File: config.mk
export PLATFORM = sky130hd
export DESIGN_NAME = recovery_ctrl_flat
export DESIGN_NICKNAME = d
export VERILOG_FILES = /design/src/rtl/recovery_ctrl_if.sv /design/src/rtl/recovery_ctrl.sv /design/src/flat_wrapper.sv
export SDC_FILE = /design/constraint.sdc
export NUM_CORES = 1
export LEC_CHECK = 0
export CORE_MARGIN = 5
export CORE_UTILIZATION = 40
export CTS_BUF_LIST = sky130_fd_sc_hd__clkbuf_4
export CTS_CLUSTER_SIZE = 24
export DETAILED_ROUTE_END_ITERATION = 16
export GPL_ROUTABILITY_DRIVEN = 0
export GPL_TIMING_DRIVEN = 0
export PLACE_DENSITY = 0.84
export SLEW_MARGIN = 40
export SYNTH_ARGS = -nofsm -noshare
export SYNTH_HDL_FRONTEND = slang
export SYNTH_HIERARCHICAL = 1
export SYNTH_SLANG_ARGS = --single-unit
File: constraint.sdc
create_clock -name clk -period 2.9 [get_ports clk]
set_input_delay 0.435 -clock clk [delete_from_list [all_inputs] [get_ports clk]]
set_output_delay 0.435 -clock clk [all_outputs]
set_load 0.02 [all_outputs]
File: src/rtl/recovery_ctrl_if.sv
// Branch-resolution / ROB / fetch-redirect bundle for the mispredict recovery controller.
// The master side is the environment (BRUs, ROB, fetch); the slave side is recovery_ctrl.
interface recovery_ctrl_if #(
  parameter int ROB_WIDTH = 4,
  parameter int NUM_BR    = 2
);
  logic [NUM_BR-1:0]           i_br_valid;
  logic [NUM_BR-1:0]           i_br_mispredict;
  logic [NUM_BR*ROB_WIDTH-1:0] i_br_rob_tag;
  logic [NUM_BR*32-1:0]        i_br_target;
  logic [ROB_WIDTH-1:0]        i_rob_head;
  logic                        o_branch_mispredict;
  logic [ROB_WIDTH-1:0]        o_mispredict_rob_tag;
  logic                        o_flush;
  logic                        o_stall_dispatch;
  logic                        o_redirect_valid;
  logic [31:0]                 o_redirect_pc;
  logic                        i_redirect_ready;
  logic [15:0]                 o_recovery_count;

  modport master (
    output i_br_valid, i_br_mispredict, i_br_rob_tag, i_br_target, i_rob_head, i_redirect_ready,
    input  o_branch_mispredict, o_mispredict_rob_tag, o_flush, o_stall_dispatch,
           o_redirect_valid, o_redirect_pc, o_recovery_count
  );

  modport slave (
    input  i_br_valid, i_br_mispredict, i_br_rob_tag, i_br_target, i_rob_head, i_redirect_ready,
    output o_branch_mispredict, o_mispredict_rob_tag, o_flush, o_stall_dispatch,
           o_redirect_valid, o_redirect_pc, o_recovery_count
  );
endinterface

File: src/rtl/recovery_ctrl.sv
// Branch-mispredict recovery: oldest-first arbitration of mispredict reports, then
// FLUSH -> DRAIN -> REDIRECT with dispatch stalled, restarting on an older mispredict.

// Per-requester candidate qualification and age relative to the ROB head.
module recovery_ctrl_age #(
  parameter int ROB_WIDTH = 4
) (
  input  logic                 valid,
  input  logic                 mispredict,
  input  logic [ROB_WIDTH-1:0] tag,
  input  logic [ROB_WIDTH-1:0] head,
  output logic                 cand,
  output logic [ROB_WIDTH-1:0] age
);
  assign cand = valid & mispredict;
  assign age  = tag - head;
endmodule

module recovery_ctrl #(
  parameter int ROB_WIDTH    = 4,
  parameter int NUM_BR       = 2,
  parameter int DRAIN_CYCLES = 2
) (
  input  logic           clk,
  input  logic           reset,
  recovery_ctrl_if.slave bus
);
  localparam int CW = (DRAIN_CYCLES > 1) ? $clog2(DRAIN_CYCLES) : 1;

  typedef enum logic [1:0] {IDLE, FLUSH, DRAIN, REDIRECT} state_t;

  state_t                           state, state_nxt;
  logic [ROB_WIDTH-1:0]             cur_tag, cur_tag_nxt;
  logic [31:0]                      cur_pc, cur_pc_nxt;
  logic [CW-1:0]                    drain_cnt, drain_cnt_nxt;
  logic [15:0]                      rec_cnt, rec_cnt_nxt;

  logic [NUM_BR-1:0][ROB_WIDTH-1:0] br_tag, br_age;
  logic [NUM_BR-1:0][31:0]          br_pc;
  logic [NUM_BR-1:0]                cand;
  logic                             win_found;
  logic [ROB_WIDTH-1:0]             win_age, win_tag, cur_age;
  logic [31:0]                      win_pc;
  logic                             preempt;

  assign br_tag = bus.i_br_rob_tag;
  assign br_pc  = bus.i_br_target;

  for (genvar k = 0; k < NUM_BR; k++) begin : g_lane
    recovery_ctrl_age #(.ROB_WIDTH(ROB_WIDTH)) u_age (
      .valid      (bus.i_br_valid[k]),
      .mispredict (bus.i_br_mispredict[k]),
      .tag        (br_tag[k]),
      .head       (bus.i_rob_head),
      .cand       (cand[k]),
      .age        (br_age[k])
    );
  end

  // Strict less-than keeps the lowest index on equal age.
  always_comb begin
    win_found = 1'b0;
    win_age   = '0;
    win_tag   = '0;
    win_pc    = '0;
    for (int k = 0; k < NUM_BR; k++) begin
      if (cand[k] && (!win_found || (br_age[k] < win_age))) begin
        win_found = 1'b1;
        win_age   = br_age[k];
        win_tag   = br_tag[k];
        win_pc    = br_pc[k];
      end
    end
  end

  // Both ages are re-taken against the live head so wrap-around compares correctly.
  assign cur_age = cur_tag - bus.i_rob_head;
  assign preempt = win_found && (win_age < cur_age);

  always_comb begin
    state_nxt     = state;
    cur_tag_nxt   = cur_tag;
    cur_pc_nxt    = cur_pc;
    drain_cnt_nxt = drain_cnt;
    rec_cnt_nxt   = rec_cnt;
    if (state == IDLE) begin
      if (win_found) begin
        state_nxt   = FLUSH;
        cur_tag_nxt = win_tag;
        cur_pc_nxt  = win_pc;
      end
    end else if (preempt) begin
      state_nxt   = FLUSH;
      cur_tag_nxt = win_tag;
      cur_pc_nxt  = win_pc;
    end else begin
      unique case (state)
        FLUSH: begin
          state_nxt     = DRAIN;
          drain_cnt_nxt = CW'(DRAIN_CYCLES - 1);
        end
        DRAIN: begin
          if (drain_cnt == '0) state_nxt = REDIRECT;
          else                 drain_cnt_nxt = drain_cnt - 1'b1;
        end
        REDIRECT: begin
          if (bus.i_redirect_ready) begin
            state_nxt = IDLE;
            if (rec_cnt != 16'hFFFF) rec_cnt_nxt = rec_cnt + 16'd1;
          end
        end
        default: state_nxt = IDLE;
      endcase
    end
  end

  always_ff @(posedge clk or negedge reset) begin
    if (!reset) begin
      state     <= IDLE;
      cur_tag   <= '0;
      cur_pc    <= '0;
      drain_cnt <= '0;
      rec_cnt   <= '0;
    end else begin
      state     <= state_nxt;
      cur_tag   <= cur_tag_nxt;
      cur_pc    <= cur_pc_nxt;
      drain_cnt <= drain_cnt_nxt;
      rec_cnt   <= rec_cnt_nxt;
    end
  end

  assign bus.o_branch_mispredict  = (state == FLUSH);
  assign bus.o_flush              = (state == FLUSH);
  assign bus.o_mispredict_rob_tag = cur_tag;
  assign bus.o_stall_dispatch     = (state != IDLE);
  assign bus.o_redirect_valid     = (state == REDIRECT);
  assign bus.o_redirect_pc        = cur_pc;
  assign bus.o_recovery_count     = rec_cnt;
endmodule

File: src/flat_wrapper.sv
// flat-port wrapper written by rule: the top's interface ports become plain ports
module recovery_ctrl_flat 
#(
  parameter int ROB_WIDTH    = 4,
  parameter int NUM_BR       = 2,
  parameter int DRAIN_CYCLES = 2
)
  (clk, reset, bus_i_br_valid, bus_i_br_mispredict, bus_i_br_rob_tag, bus_i_br_target, bus_i_rob_head, bus_i_redirect_ready, bus_o_branch_mispredict, bus_o_mispredict_rob_tag, bus_o_flush, bus_o_stall_dispatch, bus_o_redirect_valid, bus_o_redirect_pc, bus_o_recovery_count);
  recovery_ctrl_if #(.ROB_WIDTH(ROB_WIDTH), .NUM_BR(NUM_BR)) bus_i ();
  input  logic clk;
  input  logic reset;
  input wire logic [$bits(bus_i.i_br_valid)-1:0] bus_i_br_valid;
  input wire logic [$bits(bus_i.i_br_mispredict)-1:0] bus_i_br_mispredict;
  input wire logic [$bits(bus_i.i_br_rob_tag)-1:0] bus_i_br_rob_tag;
  input wire logic [$bits(bus_i.i_br_target)-1:0] bus_i_br_target;
  input wire logic [$bits(bus_i.i_rob_head)-1:0] bus_i_rob_head;
  input wire logic [$bits(bus_i.i_redirect_ready)-1:0] bus_i_redirect_ready;
  output wire logic [$bits(bus_i.o_branch_mispredict)-1:0] bus_o_branch_mispredict;
  output wire logic [$bits(bus_i.o_mispredict_rob_tag)-1:0] bus_o_mispredict_rob_tag;
  output wire logic [$bits(bus_i.o_flush)-1:0] bus_o_flush;
  output wire logic [$bits(bus_i.o_stall_dispatch)-1:0] bus_o_stall_dispatch;
  output wire logic [$bits(bus_i.o_redirect_valid)-1:0] bus_o_redirect_valid;
  output wire logic [$bits(bus_i.o_redirect_pc)-1:0] bus_o_redirect_pc;
  output wire logic [$bits(bus_i.o_recovery_count)-1:0] bus_o_recovery_count;
  assign bus_i.i_br_valid = bus_i_br_valid;
  assign bus_i.i_br_mispredict = bus_i_br_mispredict;
  assign bus_i.i_br_rob_tag = bus_i_br_rob_tag;
  assign bus_i.i_br_target = bus_i_br_target;
  assign bus_i.i_rob_head = bus_i_rob_head;
  assign bus_i.i_redirect_ready = bus_i_redirect_ready;
  assign bus_o_branch_mispredict = bus_i.o_branch_mispredict;
  assign bus_o_mispredict_rob_tag = bus_i.o_mispredict_rob_tag;
  assign bus_o_flush = bus_i.o_flush;
  assign bus_o_stall_dispatch = bus_i.o_stall_dispatch;
  assign bus_o_redirect_valid = bus_i.o_redirect_valid;
  assign bus_o_redirect_pc = bus_i.o_redirect_pc;
  assign bus_o_recovery_count = bus_i.o_recovery_count;
  recovery_ctrl #(.ROB_WIDTH(ROB_WIDTH), .NUM_BR(NUM_BR), .DRAIN_CYCLES(DRAIN_CYCLES)) u_core (.clk(clk), .reset(reset), .bus(bus_i));
endmodule
==> results of run 1 <==
## logic make-up after synthesis
kind of cell	Yosys count	synth area share, %
AOI/OAI and AO/OA	66	10.6
xor gates and xnor gates	23	5.47
adders and majority gates	23	8.43
buffers and inverters	39	5.71
DFF	55	37.4
muxes	39	14.8
and+or+nand+nor	144	17.6
## power groups by stage
stage               Sequential (mW)  Clock (mW)  Combinational, mW
floorplan                      1.52           0               1.62
global placement               1.22           0               2.87
detailed placement             1.23           0               2.94
CTS                            1.22       0.466               3.55
global route                   1.26       0.491               3.91
finish                         1.22       0.448               3.73
## area by class of cell
cell class,count,area [um2],share of cell area (%)
Inverter,19,96.3,1.61
Clock inverter,2,38.8,0.647
Clock buffer,6,45.0,0.751
Sequential cell,55,1380,22.9
Buffer,19,198,3.30
Tap cell,111,139,2.32
Timing Repair Buffer,175,1710,28.5
Multi-Input combinational cell,295,2400,40.0
## synthesized netlist by cell type (2+ instances only)
library cell and n:
buf_6 2, a21oi_1 8, and2_1 5, dfrtp_1 55, nand4_1 8, buf_2 3, nand2b_1 2, nand3_1 8
a21o_1 2, fa_1 3, mux2i_1 2, xnor2_1 18, mux2_4 29, buf_8 3, xor2_1 5, o211ai_1 2
mux2_2 7, o21ai_0 39, and3_1 2, clkbuf_1 8, nand2_1 92, inv_1 19, nor2_1 11, a41oi_1 2
ha_1 20, o21ai_1 4, buf_4 3, nor3_1 5
## how the worst max path moves through the flow
stage | start | endpoint | slack, ns | depth (start not counted)
finish | bus_i_br_rob_tag[5] | u_core/bus.o_redirect_pc[5] | -0.91 | 22
global route | bus_i_rob_head[1] | u_core/bus.o_redirect_pc[5] | -1.0 | 24
global placement | bus_i_br_valid[0] | u_core/bus.o_redirect_pc[0] | -2.13 | 23
floorplan | bus_i_br_rob_tag[0] | u_core/bus.o_mispredict_rob_tag[1] | -1.0 | 22
CTS | bus_i_br_rob_tag[0] | u_core/bus.o_redirect_pc[23] | -0.95 | 24
detailed placement | bus_i_rob_head[0] | u_core/bus.o_redirect_pc[23] | -2.23 | 22
## flip-flops by register name, indices dropped and copies added, names as in the netlist
signal                           count
u_core/drain_cnt                     1
u_core/state                         2
u_core/bus.o_recovery_count         16
u_core/bus.o_redirect_pc            32
u_core/bus.o_mispredict_rob_tag      4
## worst max-delay path: cells and delay by family
kind / cells / cell delay (ns)
mux: 1 / 0.31
buf+inv: 5 / 0.84
compound gates: 9 / 1.21
simple gates: 3 / 0.34
fa+ha+maj: 3 / 0.84
xor+xnor: 1 / 0.13
## placed cells by master, fill, tap and decap left out, drive strengths merged, types with 3 or more instances in the layout
cell type / synthesis / final
clkdlybuf4s50: 0 / 124
nand2: 92 / 92
dfrtp: 55 / 55
buf: 12 / 54
o21ai: 43 / 43
mux2: 37 / 37
inv: 19 / 20
ha: 20 / 20
xnor2: 18 / 18
clkbuf: 8 / 15
nor2: 11 / 11
a21oi: 9 / 9
nand4: 8 / 8
nand3: 8 / 8
nor3: 6 / 6
xor2: 5 / 5
and2: 5 / 5
dlygate4sd2: 0 / 3
fa: 3 / 3
## timing repair
action                                 in CTS  in global routing
gates cloned                                1                  1
pin swaps                                  24                 28
buffers inserted                           29                  5
setup endpoints to repair                  55                 55
endpoints found under the hold margin      22                  0
hold buffers                                1                  0
resized for setup                          74                 39
## per-layer routing
metal	share of wire (%)	track usage, %
met5	0	0
met3	6.4	4.92
met4	2.4	6.75
met2	51	33.8
met1	41	23.7
==> results.sh, run 1 <==
export IMPL_p_seq_share_pct=22.6
export IMPL_boundaryPins=139
export IMPL_synth_area_leader_cell="dfrtp_1"
export IMPL_path_max_fanout=10
export IMPL_synth_avg_cell_area_um2=9.47
export IMPL_critPathLaunchType="primary input"
export IMPL_die_h_um=106
export IMPL_p_sw_mw=2.08
export IMPL_clkLatencyLatePin_ns=0.39
export IMPL_coreArea_um2=9110
export IMPL_maxCapViolations=0
export IMPL_routed_via_count=3546
export IMPL_leakagePower_nw=2.61
export IMPL_status="finished, violations left"
export IMPL_r2r_end="u_core/bus.o_redirect_pc[5]"
export IMPL_dp_cells=639
export IMPL_drive_gt1_share_pct=26.4
export IMPL_antenna_found_initial=0
export IMPL_vdd_ir_drop_max_v=0.000578
export IMPL_drt_iter0_drc=156
export IMPL_cts_root_buf="clkbuf_4"
export IMPL_arrival_ns=4.10
export IMPL_cp_end_kind="flip-flop"
export IMPL_cp_data_required_time_ns=3.18
export IMPL_fin_total_pwr_mw=5.40
export IMPL_clk_pin_slew_ns=0.16
export IMPL_r2r_cells=14
export IMPL_rsz0062_at_grt="yes"
export IMPL_syn_inst=389
export IMPL_hp_class="primary input to flip-flop"
export IMPL_holdWs_ns=0.396
export IMPL_overflow=0
export IMPL_syn_nets=495
export IMPL_yosys_top_cells_area="dfrtp_1 (37%), mux2_4 (12%), nand2_1 (9.4%), ha_1 (6.8%), o21ai_0 (5.3%)"
export IMPL_ys_seq_area_share_pct=37.4
export IMPL_crit_path_max_incr_delay_ns=0.33
export IMPL_dpl_hpwl_um=8300
export IMPL_setup_viol=55
export IMPL_ys_seq_elements=55
export IMPL_initial_core_util_pct=40.4
export IMPL_synth_area_um2=3680
export IMPL_violations="setup timing"
export IMPL_placed_area_um2=5320
export IMPL_antennaDiodeCount=0
export IMPL_dr_pass1_iters=4
export IMPL_htree_levels=2
export IMPL_grtUsageTotal_pct=19.5
export IMPL_min_to="u_core/bus.o_mispredict_rob_tag[0]"
export IMPL_final_util_pct=65.9
export IMPL_fin_skew_ns=0.0185
export IMPL_grt_pass1_wl_um=17800
export IMPL_ys_types=50
export IMPL_synth_top_flop_cell="dfrtp_1"
export IMPL_cts_made_buffers=5
export IMPL_avgRoutedWirePerCell_um=17.2
export IMPL_tns_ns=-46.45
export IMPL_port_buffers=138
export IMPL_postRouteAntennaNets=0
export IMPL_setup_ws_ns=-0.915
export IMPL_rows=35
export IMPL_grt_max_degree=34
export IMPL_route_detailed_drc=0
export IMPL_finalHoldViolations=0
export IMPL_synth_edf_count=0
export IMPL_nets=676
export IMPL_fmax_mhz=262
export IMPL_intPower_mw=3.32
export IMPL_syn_to_final_growth_pct=62.9
export IMPL_clockBufferDepth=2
export IMPL_r2r_start="u_core/bus.o_mispredict_rob_tag[0]"
export IMPL_critical_path_cell_chain="clkdlybuf4s15_1, ha_1, nand2_1, o21ai_2, xnor2_2, ha_4, o211ai_1, o21ai_2, a21boi_4, buf_6, buf_8, nand2_1, o21ai_1, ha_2, a21oi_4, o22ai_4, a41oi_2, a21oi_2, nor2b_1, buf_6, buf_12, mux2_4"
export IMPL_min_period_ns=3.81
export IMPL_pre_cts_ws_ns=-2.23
export IMPL_path_class="primary input to flip-flop"
export IMPL_cts_tree="built"
export IMPL_layoutNonFillerInstCount=682
export IMPL_min_from="bus_i_br_rob_tag[4]"
export IMPL_period_share_pct=132
export IMPL_fp_dieArea_um2=11200
export IMPL_die_w_um=106
export IMPL_via_per_inst=5.20
export IMPL_finish_instance_area_um2=6000
export IMPL_yosysWarnings=6
export IMPL_clock_sinks=55
export IMPL_combPwrFrac_pct=69.1
export IMPL_tightestPinTransition_ns=0.509
export IMPL_synth_async_reset_ratio_pct=100
export IMPL_grt_pass1_vias=3693
export IMPL_synth_top_area_share_pct=37.4
export IMPL_wirelength_um=11700
export IMPL_n_fill_cell=684
export IMPL_power_frac_clock_pct=8.3
export IMPL_relSlewSlack_pct=65.8
export IMPL_worst_path_max_delay_cell="ha_1"
export IMPL_r2r_slack_ns=-0.12
export IMPL_powerDensity_nw_per_um2=900
export IMPL_hold_depth=3
export IMPL_report_final_slew_viol_count=0
export IMPL_p_sw_share_pct=38.5
No activity file was read; power rests on OpenSTA's default activity.
==> run 2, diff against run 1 <==
Settings changed: CTS_BUF_LIST sky130_fd_sc_hd__clkbuf_4 to sky130_fd_sc_hd__clkbuf_8, MAX_ROUTING_LAYER set to met4.
==> run 2 against run 1 <==
Compared with the run above:
- final area is 4.5% higher
- largest cell class unchanged
- critical path depth unchanged
- register-to-register slack barely moved
- the run still ends with setup timing left
- total power up 8.7%
- largest power group unchanged
- non-clock buffer count up 4
==> results.sh, run 2 (synthesis results as in run 1) <==
export IMPL_status="finished, violations left"
export IMPL_violations="setup timing"
export IMPL_cts_made_buffers=5
export IMPL_coreArea_um2=9110
export IMPL_relSlewSlack_pct=57.2
export IMPL_fp_dieArea_um2=11200
export IMPL_met3_usage_pct=4.37
export IMPL_tightestPinTransition_ns=0.638
export IMPL_grt_max_degree=34
export IMPL_grt_pass1_vias=3763
export IMPL_use_met2_pct=34.5
export IMPL_avgRoutedWirePerCell_um=18.3
export IMPL_vdd_ir_drop_max_v=0.000452
export IMPL_via_per_inst=5.28
export IMPL_period_share_pct=134
export IMPL_min_period_ns=3.89
export IMPL_layoutNonFillerInstCount=686
export IMPL_fin_skew_ns=0.0162
export IMPL_maxCapViolations=0
export IMPL_overflow=0
export IMPL_finish_instance_area_um2=6270
export IMPL_arrival_ns=4.10
export IMPL_antenna_found_initial=0
export IMPL_cts_tree="built"
export IMPL_cp_data_required_time_ns=3.10
export IMPL_clockBufferDepth=2
export IMPL_rows=35
export IMPL_powerDensity_nw_per_um2=936
export IMPL_placed_area_um2=5320
export IMPL_wirelength_um=12600
export IMPL_path_class="primary input to flip-flop"
export IMPL_setup_ws_ns=-0.991
export IMPL_grt_util_met1_pct=24.3
export IMPL_final_common_cell="clkdlybuf4s50_1"
export IMPL_report_final_slew_viol_count=0
export IMPL_nets=680
export IMPL_syn_to_final_growth_pct=70.2
export IMPL_fmax_mhz=257
export IMPL_r2r_cells=14
export IMPL_leakagePower_nw=2.75
export IMPL_dr_pass1_iters=4
export IMPL_r2r_slack_ns=-0.11
export IMPL_grtUsageTotal_pct=20.5
export IMPL_boundaryPins=139
export IMPL_r2r_start="u_core/bus.o_mispredict_rob_tag[0]"
export IMPL_final_cell_mix="clkdlybuf4s50_1 (124), nand2_1 (81), dfrtp_1 (55)"
export IMPL_grt_pass1_wl_um=18200
export IMPL_dpl_hpwl_um=8300
export IMPL_routed_via_count=3623
export IMPL_r2r_end="u_core/bus.o_redirect_pc[26]"
export IMPL_port_buffers=138
export IMPL_die_h_um=106
export IMPL_critPathLaunchType="primary input"
export IMPL_rsz0062_at_grt="yes"
export IMPL_cts_root_buf="clkbuf_8"
export IMPL_drt_iter0_drc=116
export IMPL_htree_levels=2
export IMPL_path_max_fanout=7
export IMPL_finalHoldViolations=0
export IMPL_top_usage_layer="met2"
export IMPL_antennaDiodeCount=0
export IMPL_initial_core_util_pct=40.4
export IMPL_cp_end_kind="flip-flop"
export IMPL_route_detailed_drc=0
export IMPL_largest_reg_flops=32
export IMPL_pre_cts_ws_ns=-2.23
export IMPL_n_fill_cell=662
export IMPL_postRouteAntennaNets=0
export IMPL_cp_startpoint="bus_i_br_rob_tag[5]"
export IMPL_clk_pin_slew_ns=0.11
export IMPL_drive_gt1_share_pct=29.7
export IMPL_clock_sinks=55
export IMPL_clkLatencyLatePin_ns=0.31
export IMPL_hp_class="primary input to asynchronous set/reset pin"
export IMPL_crit_path_end="u_core/bus.o_redirect_pc[26]"
export IMPL_setup_viol=55
export IMPL_die_w_um=106
export IMPL_final_util_pct=68.8
export IMPL_dp_cells=639
==> run 2: cell types whose count changed in the layout (fill, tap and decap cells not counted), sizes merged <==
cell,previous run,this run
dlygate4sd3,1,0
clkdlybuf4s15,2,0
buf,54,58
dlygate4sd2,3,5
inv,20,21
==> run 2: worst max-delay path: stages <==
cell and delay, ns:
dlygate4sd2_1 0.28, ha_1 0.32, nand2_1 0.11, o21ai_2 0.08, xnor2_2 0.25, ha_4 0.26, a21oi_2 0.18, o21ai_2 0.09
a21boi_4 0.17, buf_6 0.13, buf_12 0.12, nand2_4 0.06, o21ai_4 0.08, ha_4 0.22, a21oi_4 0.14, o22ai_4 0.09
a41oi_2 0.19, a21oi_2 0.07, nor2b_2 0.14, buf_6 0.20, clkbuf_16 0.18, mux2_4 0.30
==> run 2: through the flow <==
| stage | power (mW) | hold WS [ns] | setup TNS [ns] |
|---|---|---|---|
| floorplan | 3.14 | 0.139 | -49.20 |
| finish | 5.87 | 0.0133 | -52.05 |
| global placement | 4.09 | 0.489 | -127.37 |
| CTS | 5.49 | 0.00753 | -51.85 |
| detailed placement | 4.17 | 0.355 | -116.75 |
| global route | 6.12 | 0.0252 | -57.44 |
==> run 2: how the worst min path moves through the flow <==
stage | from | end | slack, ns
floorplan | reset | u_core/bus.o_mispredict_rob_tag[0] | 0.14
global placement | u_core/bus.o_redirect_pc[9] | u_core/bus.o_redirect_pc[9] | 0.49
detailed placement | reset | u_core/bus.o_recovery_count[1] | 0.36
CTS | reset | u_core/bus.o_recovery_count[1] | 0.008
global route | reset | u_core/bus.o_recovery_count[1] | 0.03
finish | reset | u_core/bus.o_redirect_pc[8] | 0.01
==> run 2: final cells by class <==
class	count	area [um2]	share of cell area [%]
buffer	19	203	3.23
clock buffer	5	68.8	1.10
clock inverter	3	42.5	0.679
inverter	19	96.3	1.54
multi-input combinational	295	2530	40.4
sequential	55	1380	22.0
tap	111	139	2.22
timing repair buffer	179	1810	28.8
==> run 2: where the power goes <==
part           leakage [nW]  internal, mW  switching [mW]
combinational          1.96          2.35            1.78
clock                0.0599         0.258           0.260
sequential            0.727          1.04           0.187
==> run 2: layer usage <==
metal  wire, um  vias to the layer above
met5          0                        -
met4        453                        0
met3        751                       42
met2       6330                      155
met1       5040                     1739
li1           -                     1687
==> run 2: repair_timing <==
action | CTS | global route
endpoints found under the setup margin | 55 | 55
gates resized for setup | 80 | 60
hold buffers | 0 | 0
setup buffers | 28 | 9
gates cloned | 2 | 2
pin swaps | 24 | 33
==> run 3, diff against run 2 <==
Settings changed: CTS_CLUSTER_DIAMETER set to 150.
==> results of run 3 <==
Final layout, timing and power as in run 2 (identical DEF).
==> RTL change 1, RTL diff (settings of run 2) <==
Put a register stage on the output `bus.o_branch_mispredict`, without a reset. The value now appears one clock later.
--- a/src/rtl/recovery_ctrl.sv
+++ b/src/rtl/recovery_ctrl.sv
@@ -131,5 +131,7 @@
   end
 
-  assign bus.o_branch_mispredict  = (state == FLUSH);
+  always_ff @(posedge clk) begin
+    bus.o_branch_mispredict <= (state == FLUSH);
+  end
   assign bus.o_flush              = (state == FLUSH);
   assign bus.o_mispredict_rob_tag = cur_tag;
Formal check against the unedited RTL: not equivalent (Yosys sat finds a counterexample within 4 cycles, from zero or initial values and one cycle with reset low).
==> RTL change 1 against run 2 <==
Final area shrank 0.66%; highest routed layer unchanged; the run still ends with setup timing left; critical path type unchanged; register-to-register slack lost 0.21 ns; power grew 3.6%; setup slack lost 0.23 ns; count of clock-buffer cells in the layout is the same; worst hold slack gained 0.0036 ns; sequential cell count grew 1; wire length shrank 2.3%; maximum frequency shrank 5.5%; synthesized area grew 0.34%; critical path depth grew 3.
==> RTL change 1: results (changes against run 2) <==
| Metric | Value |
|---|---|
| Status | complete, but fails checks |
| Failing checks | setup timing |
| Commonest cells post-synth | 92 x nand2_1, 55 x dfrtp_1, 39 x o21ai_0, 29 x mux2_4, 20 x ha_1 |
| Worst setup path start | bus_i_br_rob_tag[0] |
| Reg power frac | 0.206 (-0.003) |
| Ant diodes | 0 (unchanged) |
| Peak VDD IR | 0.654 mV (+45%) |
| Via count | 3572 (-1.4%) |
| Mux cell area share after synthesis | 0.148 (-0.000502) |
| End point of the critical path | u_core/bus.o_mispredict_rob_tag[1] |
| Top cells by area, synth | dfrtp_1 37%, mux2_4 12%, nand2_1 9.3%, ha_1 6.8%, o21ai_0 5.3% |
| Gate power share | 0.708 (+0.005) |
| Final WS setup | -1.22 ns (-0.226 ns) |
| Leakage power | 2.72 nW (-0.85%) |
| DR iter-0 viols | 136 (+17%) |
| CTS root buf | clkbuf_8 |
| IO Port Bufs | 138 (unchanged) |
| Post-synthesis sequential area ratio | 0.378 (+0.00415) |
| Worst path slowest cell | fa_2 |
| Setup Skew | 0.0153 ns (-0.000893 ns) |
| Post-synth ARST share | 0.982 (-0.0179) |
| Worst hold path class | in2async |
| Post-DP HPWL | 8.24 mm (-0.75%) |
| Worst path top cell family by delay | adder cells |
| Global-route wire length before repair | 18.9 mm (+4.1%) |
| Filler cells | 675 (+2.0%) |
| Flop-to-flop setup slack | -0.32 ns (-0.21 ns) |
| Adder-Cell Fraction of Synth Area | 0.0840 (-0.000285) |
| GRT Overall Usage | 0.211 (+0.00563) |
| Post-Synth XOR/XNOR Area | 0.0545 (-0.000185) |
| Clock Pin Slew Worst Setup and Hold Paths | 0.10 ns |
| Worst R2R End | u_core/bus.o_mispredict_rob_tag[1] |
| Number of global-route vias before repair | 3823 (+1.6%) |
| CTS resizes | 96 (+20%) |
| Largest net degree at the start of global routing | 34 (unchanged) |
| Post-CTS Setup Inserts | 29 (+3.6%) |
| Sw Share | 0.371 (-0.00847) |
| Netlist cell types | 51 (+2.0%) |
| Post-DR wirelength/cell | 17.9 um (-2.3%) |
| CP Data Arrival Time | 4.31 ns (+0.21 ns) |
| Reg2reg path depth | 15 (+1) |
| Finish-stage setup viols | 55 (unchanged) |
| Fraction of layout cells with a size suffix above 1 | 0.289 (-0.00870) |
| Worst Max-Slew Pin Slew | 0.712 ns (+0.0740 ns) |
| Compound-Gate Fraction of Synth Area | 0.105 (-0.000358) |
| FF-to-FF Start | u_core/bus.o_mispredict_rob_tag[1] |
| Post-route setup TNS | -60.59 ns (-8.54 ns) |
| CP max stage delay | 0.55 ns (+0.23 ns) |
-- RTL change 1: final cells by class --
cell class / instances / share of cell area
Inverter: 19 / 0.0155
Sequential cell: 56 / 0.224
Clock buffer: 5 / 0.0111
Buffer: 19 / 0.0338
Timing Repair Buffer: 178 / 0.292
Tap cell: 111 / 0.0223
Multi-Input combinational cell: 295 / 0.395
Clock inverter: 3 / 0.00683
-- RTL change 1: how the worst min path moves through the flow --
stage                                       startpoint                                 end  slack (ns)
after floorplan                                  reset  u_core/bus.o_mispredict_rob_tag[0]        0.14
after global placement    u_core/bus.o_redirect_pc[11]        u_core/bus.o_redirect_pc[11]        0.49
after detailed placement                         reset      u_core/bus.o_recovery_count[1]        0.36
after CTS                                        reset      u_core/bus.o_recovery_count[1]        0.02
after global routing                             reset      u_core/bus.o_recovery_count[1]        0.02
final                                            reset      u_core/bus.o_recovery_count[0]        0.02
-- RTL change 1: through the flow --
step                total power [W]  cells  area (um^2)  setup WS [ns]
finish                      0.00608    686         6230          -1.22
global route                0.00636    686         6230          -1.27
CTS                         0.00575    679         6000          -1.02
detailed placement          0.00418    639         5330          -2.19
global placement            0.00411    638         5320          -2.09
floorplan                   0.00315    389         3790         -0.997
-- RTL change 1: logic make-up after synthesis --
kind of cell / count (synthesis)
XOR/XNOR: 23
buffers and inverters: 38
AND/OR/NAND/NOR: 144
AO/OA/AOI/OAI: 66
multiplexers: 39
adder cells (fa/ha/maj): 23
flip-flops: 56
-- RTL change 1: layer usage --
layer  part of all wire  vias to the layer above  track usage  wire length [um]
met3              0.048                       28       0.0328               592
li1                   -                     1682            -                 -
met1               0.42                     1732        0.252              5180
met4              0.026                        0       0.0611               314
met5                  0                        -            -                 0
met2               0.50                      130        0.367              6200
==> RTL change 2, RTL diff (flow settings as in run 2) <==
Without the edit above. `ROB_WIDTH` is set to 4 in 4 places; all go to 5.
--- a/src/rtl/recovery_ctrl_if.sv
+++ b/src/rtl/recovery_ctrl_if.sv
@@ -2,5 +2,5 @@
 // The master side is the environment (BRUs, ROB, fetch); the slave side is recovery_ctrl.
 interface recovery_ctrl_if #(
-  parameter int ROB_WIDTH = 4,
+  parameter int ROB_WIDTH = 5,
   parameter int NUM_BR    = 2
 );
--- a/src/rtl/recovery_ctrl.sv
+++ b/src/rtl/recovery_ctrl.sv
@@ -4,5 +4,5 @@
 // Per-requester candidate qualification and age relative to the ROB head.
 module recovery_ctrl_age #(
-  parameter int ROB_WIDTH = 4
+  parameter int ROB_WIDTH = 5
 ) (
   input  logic                 valid,
@@ -18,5 +18,5 @@
 
 module recovery_ctrl #(
-  parameter int ROB_WIDTH    = 4,
+  parameter int ROB_WIDTH    = 5,
   parameter int NUM_BR       = 2,
   parameter int DRAIN_CYCLES = 2
--- a/src/flat_wrapper.sv
+++ b/src/flat_wrapper.sv
@@ -2,5 +2,5 @@
 module recovery_ctrl_flat 
 #(
-  parameter int ROB_WIDTH    = 4,
+  parameter int ROB_WIDTH    = 5,
   parameter int NUM_BR       = 2,
   parameter int DRAIN_CYCLES = 2
Ports: changed (resized bus_i_br_rob_tag, bus_i_rob_head and bus_o_mispredict_rob_tag); port bits go from 139 to 143. The function was not compared with the original's and may differ.
==> RTL change 2 against run 2 <==
The run still ends with setup timing left; power decreased by 16%; synthesized area decreased by 0.10%; register-to-register slack got worse by 0.37 ns; wire length decreased by 4.6%; setup slack got worse by 0.77 ns; global-route usage increased by 0.73 points; sequential cell count increased by 1; final area decreased by 2.3%.
==> RTL change 2: results (changes against run 2) <==
| Metric | Value |
|---|---|
| Status | complete, but fails checks |
| Failing checks | setup timing |
| Placed Area | 0.00533 mm^2 (+0.21%) |
| Num CTS Buffers | 5 (unchanged) |
| Post-synthesis sequential area ratio | 0.381 (+0.00718) |
| Final WS setup | -1.76 ns (-0.773 ns) |
| Fraction of layout cells with a size suffix above 1 | 0.277 (-0.0203) |
| GRT Overall Usage | 0.212 (+0.00727) |
| CTS Buffer Depth | 2 (unchanged) |
| Syn Nets | 441 (-11%) |
| CP Data Arrival Time | 4.85 ns (+0.75 ns) |
| Netlist cell types | 42 (-16%) |
| Top FF cell, synth | dfrtp_1 |
| Worst hold path class | in2async |
| Number of non-filler instances in the completed layout | 627 (-8.6%) |
| Worst path slowest cell | fa_2 |
| Commonest cells post-synth | 56 x dfrtp_1, 41 x a22o_1, 29 x mux2_4, 25 x ha_1, 24 x inv_1 |
| Leakage power | 2.82 nW (+2.9%) |
| Psw | 0.00187 W (-16%) |
| Setup Skew | 0.00963 ns (-0.00656 ns) |
| Mean post-synth cell area | 11.2 um^2 (+19%) |
| Via count | 3400 (-6.2%) |
| Peak VDD IR | 0.500 mV (+11%) |
| DR iter-0 viols | 140 (+21%) |
| Post-DP HPWL | 8.10 mm (-2.4%) |
| Number of global-route vias before repair | 3717 (-1.2%) |
| IO Port Bufs | 142 (+2.9%) |
| CP max stage delay | 0.36 ns (+0.04 ns) |
| Post-route setup TNS | -95.36 ns (-43.31 ns) |
| Largest net degree at the start of global routing | 38 (+12%) |
| Post-synth ARST share | 1.00 (unchanged) |
| Top cells by area, synth | dfrtp_1 38%, mux2_4 12%, a22o_1 9.8%, ha_1 8.5%, xor2_1 4.3% |
| Router iterations before antenna repair | 5 (+1) |
| Worst Max-Slew Pin Slew | 0.653 ns (+0.0151 ns) |
| Peak fanout along the critical path | 6 (-1) |
| Routed wire length | 12.0 mm (-4.6%) |
| Global-route wire length before repair | 18.6 mm (+2.5%) |
| Placed insts | 581 (-9.1%) |
| Finish-stage setup viols | 56 (+1.8%) |
[RTL change 2: worst paths after layout]
kind	to	depth (start not counted)	slack, ns	from
worst max-delay path	u_core/bus.o_mispredict_rob_tag[2]	25	-1.76	bus_i_br_rob_tag[0]
worst min-delay path	u_core/bus.o_recovery_count[10]	1	0.002	reset
worst max register to register	u_core/bus.o_mispredict_rob_tag[2]	14	-0.48	u_core/bus.o_mispredict_rob_tag[0]
worst min register to register	u_core/bus.o_recovery_count[6]	1	0.51	u_core/bus.o_recovery_count[6]
max in group asynchronous	u_core/bus.o_redirect_pc[4]	2	2.41	reset
min in group clk	u_core/bus.o_mispredict_rob_tag[0]	3	0.46	bus_i_br_rob_tag[0]
[RTL change 2: final cells by class]
class	count	area, um^2
Fill cell	660	2990
Clock inverter	2	12.5
Multi-Input combinational cell	231	2440
Inverter	25	111
Tap cell	111	139
Sequential cell	56	1400
Timing Repair Buffer	182	1810
Clock buffer	5	68.8
Buffer	15	139
[RTL change 2: logic make-up (layout without fill, tap and decap cells)]
family                   after synthesis  count (layout)  share of synthesized area
AO/OA/AOI/OAI                         73              73                      0.157
AND/OR/NAND/NOR                       63              63                     0.0925
flip-flops                            56              56                      0.381
multiplexers                          41              41                      0.157
buffers and inverters                 40             229                     0.0486
adder cells (fa/ha/maj)               28              28                      0.101
XOR/XNOR                              26              26                     0.0619
[RTL change 2: what timing repair did]
| item | 4_1_cts | 5_1_grt |
|---|---|---|
| resized for setup | 70 | 24 |
| setup endpoints to repair | 56 | 56 |
| hold buffers | 0 | 0 |
| buffers inserted | 31 | 6 |
| pin swaps | 25 | 31 |
| gates cloned | 3 | 1 |
[RTL change 2: through the flow]
step	worst slack, ns	util
6_report	-1.76	0.672
4_1_cts	-1.75	0.651
5_1_grt	-1.88	0.672
3_3_place_gp	-3.12	0.583
2_1_floorplan	-1.79	-
3_5_place_dp	-3.18	0.585
[RTL change 2: routing by layer]
layer | part of all wire | global-route usage | routed length, um | vias to the layer above
met4 | 0.032 | 0.0527 | 378 | 0
met2 | 0.50 | 0.380 | 6030 | 173
met3 | 0.067 | 0.0413 | 802 | 41
li1 | - | - | - | 1571
met1 | 0.40 | 0.245 | 4790 | 1615
met5 | 0 | - | 0 | -
[RTL change 2: worst max-delay path, delay by kind of cell]
family / cells / cell delay (ns)
simple gates: 4 / 0.58
compound gates: 8 / 1.60
mux: 2 / 0.41
buf+inv: 6 / 0.62
xor+xnor: 1 / 0.18
fa+ha+maj: 4 / 1.03
[RTL change 2: power groups by stage]
stage / clock network, W / registers [W] / logic (W)
finish: 0.000409 / 0.00124 / 0.00325
global route: 0.000454 / 0.00127 / 0.00343
CTS: 0.000430 / 0.00123 / 0.00300
detailed placement: 0 / 0.00124 / 0.00255
global placement: 0 / 0.00123 / 0.00247
floorplan: 0 / 0.00151 / 0.00129
